$ cat src/rtl/shift_seq_pkg.sv
// Shared encodings for the shift sequencer: FSM states and step modes.
package shift_seq_pkg;

  typedef enum logic [1:0] {
    S_IDLE = 2'd0,
    S_RUN  = 2'd1,
    S_DONE = 2'd2
  } state_t;

  localparam logic [1:0] M_HOLD = 2'd0;
  localparam logic [1:0] M_SHL  = 2'd1;
  localparam logic [1:0] M_SHR  = 2'd2;
  localparam logic [1:0] M_ROR  = 2'd3;

endpackage

$ cat src/rtl/shift_step.sv
// One-position combinational shift/rotate step selected by mode.
module shift_step
  import shift_seq_pkg::*;
#(
  parameter int N = 8
) (
  input  logic [1:0]   mode,
  input  logic [N-1:0] d,
  output logic [N-1:0] q
);

  always_comb begin
    q = d;
    case (mode)
      M_HOLD: q = d;
      M_SHL:  q = {d[N-2:0], 1'b0};
      M_SHR:  q = {1'b0, d[N-1:1]};
      M_ROR:  q = {d[0], d[N-1:1]};
      default: q = d;
    endcase
  end

endmodule

$ cat src/rtl/shift_sequencer.sv
// Applies shift_step `count` times to a command word, with valid/ready on both sides.
// Handshake: a transfer happens on a rising edge where valid and ready are both high;
// ready never depends combinationally on valid, and out_data is stable while out_valid is high.
module shift_sequencer
  import shift_seq_pkg::*;
#(
  parameter int N  = 8,
  parameter int CW = 4
) (
  input  logic          clk,
  input  logic          rst,
  input  logic          in_valid,
  output logic          in_ready,
  input  logic [N-1:0]  in_data,
  input  logic [1:0]    in_mode,
  input  logic [CW-1:0] in_count,
  output logic          out_valid,
  input  logic          out_ready,
  output logic [N-1:0]  out_data,
  output logic          busy
);

  // state is kept as a named internal signal so checkers can bind to it
  state_t        state;
  logic [N-1:0]  data_q;
  logic [1:0]    mode_q;
  logic [CW-1:0] remaining;
  logic [N-1:0]  step_q;

  shift_step #(.N(N)) u_step (
    .mode (mode_q),
    .d    (data_q),
    .q    (step_q)
  );

  always_ff @(posedge clk) begin
    if (rst) begin
      state     <= S_IDLE;
      in_ready  <= 1'b1;
      out_valid <= 1'b0;
      busy      <= 1'b0;
      out_data  <= '0;
      data_q    <= '0;
      mode_q    <= M_HOLD;
      remaining <= '0;
    end else begin
      case (state)
        S_IDLE: begin
          if (in_valid) begin
            data_q    <= in_data;
            mode_q    <= in_mode;
            remaining <= in_count;
            in_ready  <= 1'b0;
            busy      <= 1'b1;
            if (in_count == '0) begin
              // zero count: the latched word is the result
              state     <= S_DONE;
              out_valid <= 1'b1;
              out_data  <= in_data;
            end else begin
              state <= S_RUN;
            end
          end
        end
        S_RUN: begin
          data_q    <= step_q;
          remaining <= remaining - CW'(1);
          if (remaining == CW'(1)) begin
            state     <= S_DONE;
            out_valid <= 1'b1;
            out_data  <= step_q;
          end
        end
        S_DONE: begin
          if (out_ready) begin
            state     <= S_IDLE;
            out_valid <= 1'b0;
            busy      <= 1'b0;
            in_ready  <= 1'b1;
          end
        end
        default: begin
          state     <= S_IDLE;
          in_ready  <= 1'b1;
          out_valid <= 1'b0;
          busy      <= 1'b0;
        end
      endcase
    end
  end

endmodule

$ cat config.mk
export PLATFORM = sky130hd
export DESIGN_NAME = shift_sequencer
export DESIGN_NICKNAME = d
export VERILOG_FILES = /design/src/rtl/shift_seq_pkg.sv /design/src/rtl/shift_step.sv /design/src/rtl/shift_sequencer.sv
export SDC_FILE = /design/constraint.sdc
export NUM_CORES = 1
export LEC_CHECK = 0
export CAP_MARGIN = 20
export CORE_MARGIN = 2
export CORE_UTILIZATION = 35
export CTS_BUF_LIST = sky130_fd_sc_hd__clkbuf_4 sky130_fd_sc_hd__clkbuf_8 sky130_fd_sc_hd__clkbuf_16
export DETAILED_ROUTE_END_ITERATION = 8
export PLACE_DENSITY = 0.69
export SYNTH_ARGS = -nofsm -noshare
export SYNTH_HDL_FRONTEND = slang
export SYNTH_HIERARCHICAL = 1
export SYNTH_SLANG_ARGS = --single-unit
$ cat constraint.sdc
create_clock -name clk -period 1.7 [get_ports clk]
set_clock_uncertainty 0.15 [all_clocks]
set_input_delay 0.17 -clock clk [delete_from_list [all_inputs] [get_ports clk]]
set_output_delay 0.17 -clock clk [all_outputs]
set_load 0.05 [all_outputs]
Yosys cells after proc, flatten, opt, wreduce, memory -nomap -nowiden
Index checks and enable logic that the tools add are counted.

Flip-flop bits (word level): 27. Latch bits: 0. RAM bits: 0. Bits in read-only memories: 0. Input bits: 18. Memories: 0.

$add $sub $neg: 1. Multiply operators: 0. Divide/modulo/power cells: 0. Order comparisons: 0. Equal/unequal tests: 10. Shifts and indexed selects: 0. Mux-type cells: 24. Bitwise logic cells: 1. Reductions and logical operators: 10.

Operators with widths (count): 8-bit 2-to-1 mux (4); 8-bit case mux with 2 select lines (2); 8-bit case mux with 4 select lines (1); 1-bit case mux with 3 select lines (3); 2-bit 2-to-1 mux (4); 2-bit != test, second input constant (4); 4-bit case mux with 2 select lines (1); 4-bit AND reduction (2); 1-bit 2-to-1 mux (7); 2-bit == test, second input constant (3); 2-bit case mux with 3 select lines (1); 3-bit AND reduction (2); 2-bit by 1-bit == test with 1-bit output, second input constant (2); 4-bit by 1-bit == test with 1-bit output, second input constant (1); 2-bit logical NOT (2); 4-bit logical NOT (1); 4-bit 2-to-1 mux (1); 2-bit AND reduction (2); 4-bit by 1-bit subtractor with 4-bit output, second input constant (1); 2-bit nonzero test (1); 1-bit NOT (1).

Depth between registers and ports, before layout
Word-level depth: 4. Depth in mapped cells: 6. Gate-level depth less buffers: 5.

Modules after synthesis
The synthesis kept the hierarchy.

By module, submodules not included: shift_sequencer (instances 1, cells each 130, area each 1327.5 sq um, sequential area each 540.5 sq um); shift_step (instances 1, cells each 24, area each 158.9 sq um, sequential area each 0.0 sq um).

Worst setup path before layout
OpenSTA, ideal clock, no wires.

Kind: register to register. Start point: register remaining[1]. End point: register out_valid. Arrival: 1.257 ns. Data required time: 1.433 ns. Setup slack: 0.176 ns. Stages on the path, launching flop included: 7. Buffers on the path: 1. Clock period less this slack: 1.524 ns. Path through: dfxtp_1 > inv_1 > ha_1 > nor4bb_4 > buf_6 > a21o_2 > a32o_1.

Longest elaborated chain between the ends: 3.

Ends and longest elaborated chain: from (decl) (line shift_sequencer.sv:27) `logic [CW-1:0] remaining;`; from (signal assigned) (line shift_sequencer.sv:52) `remaining <= in_count;`; from (signal assigned) (line shift_sequencer.sv:67) `remaining <= remaining - CW'(1);`; 4-bit by 1-bit == test with 1-bit output (line shift_sequencer.sv:68) `if (remaining == CW'(1)) begin`; 2-bit != test (no line); 4-bit AND reduction (no line); to (signal assigned) (line shift_sequencer.sv:70) `out_valid <= 1'b1;`; to (signal assigned) (line shift_sequencer.sv:77) `out_valid <= 1'b0;`; to (signal assigned) (line shift_sequencer.sv:85) `out_valid <= 1'b0;`; to (decl) (line shift_sequencer.sv:17) `output logic out_valid,`.

Every way passes these cells. A chain may end at the register's enable or synchronous reset.

Final worst setup path
Start point: register remaining[1]. End point: register out_data[5].

Longest elaborated chain between the ends: 3.

Ends and longest elaborated chain: 4-bit by 1-bit == test with 1-bit output (line shift_sequencer.sv:68); 2-bit != test (no line); 4-bit AND reduction (no line); to (signal assigned) (line shift_sequencer.sv:59) `out_data <= in_data;`; to (signal assigned) (line shift_sequencer.sv:71) `out_data <= step_q;`; to (decl) (line shift_sequencer.sv:19) `output logic [N-1:0] out_data,`.

Every way passes these cells.

==> results.sh <==
export IMPL_hold_path_startpoint="busy"
export IMPL_postSynthCellCount=154
export IMPL_gp_congestion=0.7943
export IMPL_htreeDepth=1
export IMPL_leakage_uw=0.0007434
export IMPL_num_antenna_cells=0
export IMPL_drive_gt1_frac=0.2461
export IMPL_overflow=0
export IMPL_use_met3=0.03779
export IMPL_ys_warn_count=6
export IMPL_ios=29
export IMPL_fin_crit_sh=0.9310
export IMPL_grt_pass1_wl_mm=5.920
export IMPL_cts_made_buffers=3
export IMPL_first_pass_iters=4
export IMPL_pre_cts_ws_ns=-0.04101
export IMPL_crit_buf_inv=2
export IMPL_synth_ff_type="dfxtp_1"
export IMPL_peakVddDrop_mv=0.5804
export IMPL_die_area_um2=4784
export IMPL_cts_setup_buffers=0
export IMPL_r2r_start="remaining[1]"
export IMPL_ys_types=41
export IMPL_viasPerCell=5.382
export IMPL_crit_chain="inv_1, ha_2, nor4bb_4, buf_6, a221oi_1, a211oi_1"
export IMPL_use_met1=0.1980
export IMPL_ys_async_sr_fraction=0
export IMPL_crit_start="remaining[1]"
export IMPL_cts_tree="built"
export IMPL_critPathCaptureType="flip-flop"
export IMPL_hold_viol_final=0
export IMPL_antenna_found_initial=0
export IMPL_dr_total_vias=1297
export IMPL_slowest_stage="dfxtp_1"
export IMPL_grt_pass1_vias=1237
export IMPL_status="finished clean"
export IMPL_syn_nets=174
export IMPL_cts_hold_buf=0
export IMPL_crit_family="flip-flops"
export IMPL_fillers=402
export IMPL_areaGrowthSynthToFinish_pct=28.28
export IMPL_die_w_um=69.17
export IMPL_crit_type="reg -> reg"
export IMPL_post_dp_hpwl_mm=2.513
export IMPL_start_util=0.3663
export IMPL_slew_headroom=0.7697
export IMPL_start_kind="flip-flop"
export IMPL_drv_cap=0
export IMPL_layout_nets=212
export IMPL_synth_edf_count=0
export IMPL_syn_cell_area_um2=1486
export IMPL_clkTransAtPathRegs_ns=0.10
export IMPL_cpPeakStageDelay_ns=0.32
export IMPL_ant_nets=0
export IMPL_whs_ns=0.3291
export IMPL_core_um2=4058
export IMPL_wl_per_cell_um=14.39
export IMPL_avgSynthCellArea_um2=9.652
export IMPL_cts_root_buf="clkbuf_8"
export IMPL_cp_arrival_ns=1.62
export IMPL_wl_mm=3.467
export IMPL_rows=23
export IMPL_grt_max_degree=24
export IMPL_grt_total_usage=0.1459
export IMPL_drc=0
export IMPL_use_met2=0.2372
export IMPL_port_buffers=28
export IMPL_final_min_clock_period_ns=1.583
export IMPL_ys_ff_latch=27
export IMPL_clock_latency_ns=0.27
export IMPL_drt_iter0_markers=65
export IMPL_hold_path_class="reg -> reg"
export IMPL_fin_tns_setup_ns=0
export IMPL_cp_max_fo=5
export IMPL_cp_required_ns=1.74
export IMPL_timing_fmax_mhz=631.8
export IMPL_tightest_slew_ns=0.3450
export IMPL_clockBufferDepth=2
export IMPL_cts_sinks=27
export IMPL_slew_viol_final=0
export IMPL_setup_slack_ns=0.1173
export IMPL_finalSetupViolations=0
export IMPL_p_per_area_nw_per_um2=892.9
export IMPL_yosysSeqAreaShare=0.3636
export IMPL_top_usage_layer="met2"
export IMPL_die_y_um=69.17
Yosys cell counts, drive strengths merged (2+ instances only):
master,n,share of area
a21o,2,0.011
a21oi,2,0.0067
a22o,3,0.019
ha,2,0.017
buf,9,0.053
mux2i,18,0.12
a221oi,8,0.051
dfxtp,27,0.36
nor2,17,0.043
nor3,2,0.0067
a211oi,19,0.096
nand2,8,0.020
o21ai,8,0.027
a311oi,2,0.016
inv,6,0.019
nor3b,2,0.013
clkbuf,4,0.013
cell usage in the layout, fill, tap and decap left out, types with 2 or more instances in the layout:
cell type	instances
mux2i_1	18
buf_4	27
dfxtp_1	27
nand2_1	8
clkbuf_8	3
o21ai_0	8
nor3_1	2
a211oi_1	19
nor2_1	17
a21oi_1	2
a22o_1	2
a221oi_1	7
inv_1	5
clkdlybuf4s50_1	17
layer usage:
metal	up-vias	part of all wire
li1	654	-
met1	612	0.49
met2	29	0.45
met3	2	0.050
met4	0	0.0069
met5	-	0
path summary, 6_finish.rpt:
path / slack, ns / cells after the start / endpoint
setup / recovery: 0.12 / 6 / out_data[5]
hold / removal: 0.33 / 2 / busy
setup reg to reg: 0.12 / 6 / out_data[5]
hold reg to reg: 0.33 / 2 / busy
cells by family (layout without fill, tap and decap cells):
logic type / count (synthesis) / in the layout / synth area share
fa+ha+maj: 2 / 2 / 0.01683
mux: 19 / 19 / 0.1313
simple gates: 36 / 36 / 0.1330
flops: 27 / 27 / 0.3636
compound gates: 51 / 51 / 0.2711
buf+inv: 19 / 56 / 0.08418
state kept, by name, indices dropped and copies added, names as in the netlist:
| name | cells |
|---|---|
| data_q | 8 |
| out_data | 8 |
| remaining | 4 |
| mode_q | 2 |
| state | 2 |
| busy | 1 |
| in_ready | 1 |
| out_valid | 1 |
final cells by class:
cell class                 count  area (um2)  share of cell area
timing repair buffer          46       404.1              0.2119
multi-input combinational    108       823.3              0.4318
sequential                    27       540.5              0.2835
inverter                       6       27.53             0.01444
tap                           50       62.56             0.03281
clock buffer                   4       48.80             0.02559
power by group:
group,switching [uW],internal [uW]
logic,291,262
registers,61.6,700
clock network,203,184
total,556,1150
worst register-to-register path, stage by stage, from the launching register on:
cell and delay [ns]:
dfxtp_1 0.32, inv_1 0.07, ha_2 0.18, nor4bb_4 0.31
buf_6 0.17, a221oi_1 0.08, a211oi_1 0.21
timing repair:
action                                  CTS  global route
gates resized for setup                   1             2
endpoints found under the setup margin    3             8
hold endpoints to repair                  0             0
pin swaps                                 0             6
cloned                                    0             1
stage by stage:
step                std cells  power (uW)  cell area, um2    util
global route              241        1794            1907  0.4699
floorplan                 154        1155            1486       -
detailed placement        236        1326            1844  0.4545
global placement          236        1319            1844  0.4545
finish                    241        1703            1907  0.4699
CTS                       240        1718            1897  0.4675
Power figures use the tool's default switching activity.
